==> src/rtl/transferencia_dma.sv <==
// DMA beat engine between the SD DAT-line FIFO and the system-memory port.
// Moves one DATA_W word per beat in either direction and reports progress and completion.
module transferencia_dma #(
  parameter int DATA_W = 32,
  parameter int ADR_W  = 64,
  parameter int LEN_W  = 16
) (
  input  logic              CLK,
  input  logic              RESET_L,
  input  logic              Permiso_Transf,
  input  logic              Data_Transfer_Direction_Select,
  input  logic [LEN_W-1:0]  DAT_LEN,
  input  logic [ADR_W-1:0]  DAT_ADR,
  input  logic              Abortar,
  output logic              fifo_rd_en,
  input  logic [DATA_W-1:0] fifo_rdata,
  input  logic              fifo_empty,
  output logic              fifo_wr_en,
  output logic [DATA_W-1:0] fifo_wdata,
  input  logic              fifo_full,
  output logic              mem_req,
  output logic              mem_we,
  output logic [ADR_W-1:0]  mem_adr,
  output logic [DATA_W-1:0] mem_wdata,
  input  logic              mem_ack,
  input  logic [DATA_W-1:0] mem_rdata,
  output logic [LEN_W-1:0]  transfer_data_length,
  output logic              transferencia_finalizada,
  output logic              abortada,
  output logic              ocupado
);

  localparam logic [LEN_W:0]   BEAT_L = (LEN_W+1)'(DATA_W/8);
  localparam logic [ADR_W-1:0] BEAT_A = ADR_W'(DATA_W/8);

  typedef enum logic [6:0] {
    IDLE     = 7'b0000001,
    C2H_POP  = 7'b0000010,
    C2H_LAT  = 7'b0000100,
    C2H_WR   = 7'b0001000,
    H2C_RD   = 7'b0010000,
    H2C_PUSH = 7'b0100000,
    DONE     = 7'b1000000
  } state_t;

  state_t              state_q;
  logic [LEN_W-1:0]    len_q;
  logic [LEN_W-1:0]    cnt_q;
  logic [ADR_W-1:0]    adr_q;
  logic [DATA_W-1:0]   data_q;
  logic                dir_q;
  logic                abortada_q;
  logic                fifo_rd_en_q;
  logic                fifo_wr_en_q;
  logic                mem_req_q;
  logic                mem_we_q;

  logic [LEN_W:0]      sum_d;
  logic [LEN_W-1:0]    cnt_adv_d;
  logic [ADR_W-1:0]    adr_adv_d;
  logic                beat_go_d;

  // Count is clipped to the latched length so a partial last beat reports exact bytes.
  always_comb begin
    sum_d     = {1'b0, cnt_q} + BEAT_L;
    cnt_adv_d = (sum_d >= {1'b0, len_q}) ? len_q : sum_d[LEN_W-1:0];
    adr_adv_d = adr_q + BEAT_A;
    beat_go_d = ((state_q == C2H_WR) && mem_ack) ||
                ((state_q == H2C_PUSH) && !fifo_full);
  end

  always_ff @(posedge CLK or negedge RESET_L) begin
    if (!RESET_L) begin
      state_q      <= IDLE;
      len_q        <= '0;
      cnt_q        <= '0;
      adr_q        <= '0;
      data_q       <= '0;
      dir_q        <= 1'b0;
      abortada_q   <= 1'b0;
      fifo_rd_en_q <= 1'b0;
      fifo_wr_en_q <= 1'b0;
      mem_req_q    <= 1'b0;
      mem_we_q     <= 1'b0;
    end else begin
      fifo_rd_en_q <= 1'b0;
      fifo_wr_en_q <= 1'b0;
      unique case (state_q)
        IDLE: begin
          if (Permiso_Transf) begin
            len_q      <= DAT_LEN;
            adr_q      <= DAT_ADR;
            dir_q      <= Data_Transfer_Direction_Select;
            cnt_q      <= '0;
            abortada_q <= 1'b0;
            if (DAT_LEN == '0) begin
              state_q <= DONE;
            end else if (Data_Transfer_Direction_Select) begin
              state_q <= C2H_POP;
            end else begin
              // A read already requested on entry can no longer be aborted.
              state_q   <= H2C_RD;
              mem_req_q <= ~Abortar;
              mem_we_q  <= 1'b0;
            end
          end
        end
        C2H_POP: begin
          if (Abortar) begin
            state_q    <= DONE;
            abortada_q <= 1'b1;
          end else if (!fifo_empty) begin
            fifo_rd_en_q <= 1'b1;
            state_q      <= C2H_LAT;
          end
        end
        C2H_LAT: begin
          data_q    <= fifo_rdata;
          mem_req_q <= 1'b1;
          mem_we_q  <= 1'b1;
          state_q   <= C2H_WR;
        end
        C2H_WR: begin
          // Beat advance below handles the ack.
        end
        H2C_RD: begin
          if (!mem_req_q) begin
            if (Abortar) begin
              state_q    <= DONE;
              abortada_q <= 1'b1;
            end else begin
              mem_req_q <= 1'b1;
            end
          end else if (mem_ack) begin
            data_q    <= mem_rdata;
            mem_req_q <= 1'b0;
            state_q   <= H2C_PUSH;
          end
        end
        H2C_PUSH: begin
          if (!fifo_full) fifo_wr_en_q <= 1'b1;
        end
        DONE: begin
          if (!Permiso_Transf) state_q <= IDLE;
        end
        default: state_q <= IDLE;
      endcase

      if (beat_go_d) begin
        adr_q     <= adr_adv_d;
        cnt_q     <= cnt_adv_d;
        mem_req_q <= 1'b0;
        mem_we_q  <= 1'b0;
        if (cnt_adv_d == len_q) begin
          state_q <= DONE;
        end else if (Abortar) begin
          state_q    <= DONE;
          abortada_q <= 1'b1;
        end else if (dir_q) begin
          state_q <= C2H_POP;
        end else begin
          state_q   <= H2C_RD;
          mem_req_q <= 1'b1;
        end
      end
    end
  end

  assign fifo_rd_en               = fifo_rd_en_q;
  assign fifo_wr_en               = fifo_wr_en_q;
  assign fifo_wdata               = data_q;
  assign mem_req                  = mem_req_q;
  assign mem_we                   = mem_we_q;
  assign mem_adr                  = adr_q;
  assign mem_wdata                = data_q;
  assign transfer_data_length     = cnt_q;
  assign abortada                 = abortada_q;
  assign transferencia_finalizada = (state_q == DONE);
  assign ocupado                  = !((state_q == IDLE) || (state_q == DONE));

endmodule

==> config.mk <==
export PLATFORM = sky130hd
export DESIGN_NAME = transferencia_dma
export DESIGN_NICKNAME = d
export VERILOG_FILES = /design/src/rtl/transferencia_dma.sv
export SDC_FILE = /design/constraint.sdc
export NUM_CORES = 1
export LEC_CHECK = 0
export ABC_AREA = 0
export CAP_MARGIN = 5
export CORE_MARGIN = 1
export CORE_UTILIZATION = 40
export DETAILED_ROUTE_END_ITERATION = 16
export PLACE_DENSITY = 0.72
export SYNTH_ARGS = -nofsm -noshare
export SYNTH_HDL_FRONTEND = slang
export SYNTH_SLANG_ARGS = --single-unit
==> constraint.sdc <==
create_clock -name CLK -period 9.9 [get_ports CLK]
set_input_delay 1.485 -clock CLK [delete_from_list [all_inputs] [get_ports CLK]]
set_output_delay 1.485 -clock CLK [all_outputs]
set_load 0.005 [all_outputs]
==> flow_metrics.env, run 1 <==
export IMPL_drt_first_pass_iters=8
export IMPL_hold_buffers=0
export IMPL_synth_edff_count=0
export IMPL_htree_levels=4
export IMPL_fp_dieH_um=149.4
export IMPL_syn_area_per_cell_sq_um=8.685
export IMPL_clkTransAtPathRegs_ns=0.07
export IMPL_yosysWarnings=0
export IMPL_fin_crit_sh_pct=42.24
export IMPL_synth_area_leader_cell="dfrtp_1"
export IMPL_synth_cells=1001
export IMPL_yosysUniqueCellTypes=75
export IMPL_grt_pass1_vias=8493
export IMPL_drcViolationCount=0
export IMPL_crit_chain="clkdlybuf4s50_1 > a31oi_4 > buf_4 > nand2_2 > a31oi_1 > a21o_1"
export IMPL_power_frac_seq_pct=35.4
export IMPL_pwr_share_clk_pct=21.6
export IMPL_grt_max_degree=98
export IMPL_period_needed_ns=4.182
export IMPL_cp_slowest_cell="buf_4"
export IMPL_clk_path_buf_depth=2
export IMPL_cts_resized_gates=0
export IMPL_grt_ovfl_total=0
export IMPL_yosysMostFrequentCell="nand2_1"
export IMPL_p_comb_share_pct=43.0
export IMPL_setup_tns_ns=0
export IMPL_maxSlewViolCount=0
export IMPL_layout_drive_gt1_share_pct=5.108
export IMPL_power_mw=3.167
export IMPL_cts_root_buf="clkbuf_16"
export IMPL_vias=8757
export IMPL_syn_area_sq_um=8693
export IMPL_ys_top_cells_by_area="dfrtp_1 (40%), nand2_1 (7.0%), o21ai_0 (6.5%)"
export IMPL_min_path_type="reg2reg"
export IMPL_tightestPinTransition_ns=1.049
export IMPL_critPathMaxStageDelay_ns=0.74
export IMPL_fin_nets=1410
export IMPL_critical_path_required_ns=10.26
export IMPL_cap_violations=0
export IMPL_syn_num_nets=1171
export IMPL_rows=53
export IMPL_initial_core_util_pct=41.10
export IMPL_nFillCells=1908
export IMPL_worstSetupEndpointType="register"
export IMPL_p_int_mw=2.000
export IMPL_ys_top_cells_by_count="nand2_1 (161), dfrtp_1 (140), o21ai_0 (113)"
export IMPL_die_width_um=149.4
export IMPL_vias_per_cell=5.727
export IMPL_ys_flop_type="dfrtp_1"
export IMPL_synth_seq_area_share_pct=40.60
export IMPL_dieArea_sq_um=22330
export IMPL_grtUsageTotal_pct=26.68
export IMPL_vdd_drop_max_mv=0.1301
export IMPL_setup_viol=0
export IMPL_crit_path_start_kind="input port"
export IMPL_rsz0062_at_grt="no"
export IMPL_power_density_nw_per_um2=258.0
export IMPL_grt_pass1_wl_um=46200
export IMPL_io_pins=303
export IMPL_wl_per_cell_um=19.22
export IMPL_ys_ff_latch=141
export IMPL_path_class="in2reg"
export IMPL_power_leakage_nw=4.920
export IMPL_status="complete, no violations"
export IMPL_coreArea_sq_um=21150
export IMPL_portBuffers=302
export IMPL_area_growth_pct=41.19
export IMPL_clock_skew_ns=0.01061
export IMPL_switching_power_mw=1.167
export IMPL_drt_total_wl_um=29390
export IMPL_netlist_area_leader_share_pct=40.30
export IMPL_drt_iter0_drc=677
export IMPL_cp_max_fo=79
export IMPL_cts_tree="done"
export IMPL_insertion_delay_ns=0.42
export IMPL_numCtsBuffers=17
export IMPL_relSlewSlack_pct=30.04
export IMPL_timing_fmax_mhz=239.1
export IMPL_numClockSinks=141
export IMPL_antenna_found_initial=1
export IMPL_finalInstanceArea_sq_um=12270
export IMPL_cts_setup_buffers=0
export IMPL_synthArstFlopShare_pct=100.0
export IMPL_hpwl_um=21470
export IMPL_antenna_left=0
export IMPL_hold_viol_final=0
export IMPL_gp_congestion=0.8761
export IMPL_dpl_cell_area_sq_um=11650
export IMPL_critPathArrivalTime_ns=4.54
export IMPL_p_sw_share_pct=36.85
-- final timing paths --
path | from | end | slack, ns | cells after the start
worst max-delay path | mem_ack | mem_adr[32] | 5.72 | 6
worst min-delay path | mem_adr[0] | mem_adr[0] | 0.48 | 2
worst max register to register | transfer_data_length[6] | transfer_data_length[1] | 5.99 | 12
worst min register to register | mem_adr[0] | mem_adr[0] | 0.48 | 2
max in group asynchronous | RESET_L | len_q[12] | 7.45 | 2
min in group asynchronous | RESET_L | fifo_wdata[0] | 1.04 | 1
-- metrics by stage --
step / hold WS (ns) / setup slack (ns) / instances / util [%]
final: 0.4838 / 5.718 / 1529 / 58.02
after global routing: 0.4991 / 5.522 / 1529 / 58.02
after CTS: 0.4893 / 5.781 / 1528 / 58.01
after detailed placement: 0.4736 / 5.339 / 1496 / 55.07
after global placement: 0.4639 / 5.456 / 1496 / 55.07
after floorplan: 0.4697 / 6.438 / 1001 / -
-- per-layer routing --
layer  track usage [%]  share of wire (%)  vias up
met2             45.67                 50      360
met1             32.94                 40     4218
met3             5.488                7.2       46
met5                 0                  0        -
li1                  -                  -     4133
met4             9.898                2.5        0
-- critical path, delay by kind of cell --
kind                   cells  cell delay [ns]
AND/OR/NAND/NOR            1             0.64
buffers and inverters      2             1.29
AO/OA/AOI/OAI              3             1.09
-- cell type report --
class	instances	area [sq um]	area share, %
multi-input cells	737	4576	37.28
flip-flops and latches	141	3530	28.76
repair buffers	308	3069	25.01
clock buffers	18	429.2	3.496
well taps	275	344.1	2.803
clock inverters	14	192.7	1.570
inverters	35	131.4	1.070
diodes	1	2.502	0.02039
-- flip-flops by register name (all words and copies together), names as in the netlist --
| name | count |
|---|---|
| state_q | 7 |
| abortada | 1 |
| mem_adr | 64 |
| mem_req | 1 |
| fifo_rd_en | 1 |
| dir_q | 1 |
| len_q | 16 |
| fifo_wdata | 32 |
| fifo_wr_en | 1 |
| transfer_data_length | 16 |
| mem_we | 1 |
-- cells by family after synthesis --
kind of cell | Yosys count | synth area share [%]
AND/OR/NAND/NOR | 390 | 22.55
multiplexers | 39 | 4.505
flip-flops | 141 | 40.60
AO/OA/AOI/OAI | 268 | 20.24
XOR/XNOR | 22 | 2.461
buffers and inverters | 123 | 7.053
adder cells (fa/ha/maj) | 18 | 2.591
-- layout by cell type (no fill, tap or decap), types with 6 or more instances in the layout --
cell type,Yosys,layout
buf_4,33,6
ha_1,18,18
nand3_1,52,52
a22o_1,6,6
a21oi_1,31,31
clkbuf_16,0,17
a31oi_1,19,18
nand4_1,17,17
o21ai_0,113,113
nor4_1,13,13
and2_1,10,9
mux2i_1,38,38
o31ai_1,6,6
xor2_1,8,8
o311ai_0,14,14
nor3_1,15,15
o211ai_1,7,7
nor2b_1,7,7
xnor2_1,12,12
dfrtp_1,140,140
and3_1,21,21
nor3b_1,9,9
inv_1,35,35
clkdlybuf4s50_1,0,301
nor2_1,50,49
nand2_1,161,161
a221o_1,23,23
a21o_1,6,6
-- power groups by stage --
stage / sequential (mW) / clock [mW] / combinational, mW
after global routing: 1.16 / 0.717 / 1.50
after floorplan: 1.05 / 0 / 0.697
after CTS: 1.12 / 0.694 / 1.37
after global placement: 1.11 / 0 / 1.34
final: 1.12 / 0.684 / 1.36
after detailed placement: 1.12 / 0 / 1.37
Power figures use the tool's default switching activity.
==> run 2, diff against run 1 <==
==> constraint.sdc (replaced) <==
create_clock -name CLK -period 4 [get_ports CLK]
set_input_delay 0.6 -clock CLK [delete_from_list [all_inputs] [get_ports CLK]]
set_output_delay 0.6 -clock CLK [all_outputs]
set_load 0.005 [all_outputs]
==> run 2 against run 1 <==
Count of clock-buffer cells in the layout rose by 1. Global-route usage down 0.69 points. Power grew 150%. Sequential share of layout area down 0.11 points. First-iteration DRC count fell by 26%. Critical endpoint is now transfer_data_length[4]. Largest power group unchanged.
==> flow_metrics.env, run 2 (synthesis gave the netlist of run 1 again) <==
export IMPL_fin_nets=1417
export IMPL_portBuffers=302
export IMPL_wl_per_cell_um=19.04
export IMPL_met1_usage_pct=33.24
export IMPL_hold_ws_ns=0.1864
export IMPL_crit_path_start_kind="register"
export IMPL_finalInstanceArea_sq_um=12320
export IMPL_fin_crit_sh_pct=91.13
export IMPL_dieArea_sq_um=22330
export IMPL_rsz0062_at_grt="no"
export IMPL_cts_resized_gates=0
export IMPL_cp_slowest_cell="or4_1"
export IMPL_drcViolationCount=0
export IMPL_power_density_nw_per_um2=632.7
export IMPL_hold_buffers=0
export IMPL_antenna_found_initial=2
export IMPL_drt_total_wl_um=29250
export IMPL_cts_tree="done"
export IMPL_r2r_cells=12
export IMPL_critPathArrivalTime_ns=3.99
export IMPL_r2r_end="transfer_data_length[4]"
export IMPL_cts_root_buf="clkbuf_16"
export IMPL_critPathMostFrequentCell="o21ai_0"
export IMPL_period_needed_ns=3.645
export IMPL_critPathTopFamily="compound AO/OA/AOI/OAI gates"
export IMPL_gp_congestion=0.9103
export IMPL_hpwl_um=21460
export IMPL_path_class="reg2reg"
export IMPL_timing_fmax_mhz=274.3
export IMPL_drt_first_pass_iters=5
export IMPL_p_int_mw=4.919
export IMPL_utilization_pct=58.25
export IMPL_layout_commonest_cell="clkdlybuf4s50_1"
export IMPL_vdd_drop_max_mv=0.2975
export IMPL_hold_viol_final=0
export IMPL_layout_drive_gt1_share_pct=5.560
export IMPL_pwr_share_clk_pct=20.7
export IMPL_worst_setup_path_endpoint="transfer_data_length[4]"
export IMPL_placed_cells=1503
export IMPL_die_width_um=149.4
export IMPL_switching_power_mw=2.877
export IMPL_clkTransAtPathRegs_ns=0.06
export IMPL_final_cell_mix="clkdlybuf4s50_1 (301), nand2_1 (161), dfrtp_1 (140), o21ai_0 (113), nand3_1 (52)"
export IMPL_maxSlewViolCount=0
export IMPL_grt_ovfl_total=0
export IMPL_grt_max_degree=97
export IMPL_drt_iter0_drc=504
export IMPL_min_path_type="in2async"
export IMPL_tightestPinTransition_ns=0.7499
export IMPL_reg2reg_from="transfer_data_length[7]"
export IMPL_largest_reg_flops=64
export IMPL_antenna_left=0
export IMPL_vias=8752
export IMPL_p_sw_share_pct=36.90
export IMPL_cp_max_fo=21
export IMPL_numClockSinks=141
export IMPL_rows=53
export IMPL_cap_violations=0
export IMPL_power_leakage_nw=4.962
export IMPL_critical_path_required_ns=4.34
export IMPL_rrSetupSlack_ns=0.35
export IMPL_final_cells=1536
export IMPL_crit_chain="nand4_2 > or4_1 > xnor2_2 > ha_1 > nand2_1 > a21oi_1 > a2111oi_0 > o21ai_0 > a21bo_2 > nand2b_1 > o21ai_0 > a22o_1"
export IMPL_grtUsageMet3_pct=5.000
export IMPL_io_pins=303
export IMPL_htree_levels=4
export IMPL_fp_dieH_um=149.4
export IMPL_grtUsageTotal_pct=26.00
export IMPL_worstSetupEndpointType="register"
export IMPL_grt_pass1_wl_um=44900
export IMPL_grt_busiest_layer="met2"
export IMPL_clock_skew_ns=0.01107
export IMPL_dpl_cell_area_sq_um=11730
export IMPL_relSlewSlack_pct=50.01
export IMPL_critPathMaxStageDelay_ns=0.67
export IMPL_met2_usage_pct=42.27
export IMPL_cp_depth=12
export IMPL_crit_buf_inv=0
export IMPL_numCtsBuffers=17
export IMPL_vias_per_cell=5.698
export IMPL_grt_pass1_vias=8223
export IMPL_p_comb_share_pct=44.0
export IMPL_startpoint="transfer_data_length[7]"
export IMPL_initial_core_util_pct=41.10
export IMPL_setup_tns_ns=0
export IMPL_insertion_delay_ns=0.42
export IMPL_coreArea_sq_um=21150
export IMPL_power_frac_seq_pct=35.2
export IMPL_clk_path_buf_depth=2
export IMPL_area_growth_pct=41.74
export IMPL_cts_setup_buffers=0
export IMPL_setup_viol=0
export IMPL_status="complete, no violations"
run 2: cell types whose count changed in the layout (fill, tap and decap cells not counted), sizes merged:
| cell | delta |
|---|---|
| inv | -2 |
| bufinv | -1 |
| clkinvlp | -3 |
| clkinv | +4 |
| buf | +7 |
| clkbuf | +1 |
| diode | +1 |
run 2: area by class of cell:
type                    count  area (sq um)
multi-input cells         737          4576
clock inverters            12         146.4
flip-flops and latches    141          3530
diodes                      2         5.005
clock buffers              19         442.9
well taps                 275         344.1
repair buffers            315          3147
inverters                  35         131.4
fillers                  1858          8832
run 2: metal layers:
layer | vias up | wire length, um
li1 | 4130 | -
met1 | 4249 | 12290
met2 | 323 | 14040
met3 | 50 | 1878
met4 | 0 | 1049
met5 | - | 0
run 2: power groups by stage:
stage | combinational, mW | clock (mW) | sequential (mW)
after floorplan | 1.72 | 0 | 2.60
after global placement | 3.39 | 0 | 2.74
after detailed placement | 3.45 | 0 | 2.76
after CTS | 3.47 | 1.64 | 2.73
after global routing | 3.76 | 1.71 | 2.84
final | 3.43 | 1.62 | 2.75
run 2: worst min-delay path by stage:
stage / to
floorplan: abortada
global placement: mem_adr[0]
detailed placement: mem_adr[0]
CTS: fifo_wdata[9]
global route: fifo_wdata[9]
finish: fifo_wdata[9]
run 2: metrics by stage:
step | worst slack, ns | power, mW
after floorplan | 0.5378 | 4.327
after global placement | 0.5118 | 6.123
after detailed placement | 0.4134 | 6.203
after CTS | 0.3886 | 7.840
after global routing | 0.08233 | 8.322
final | 0.3546 | 7.796
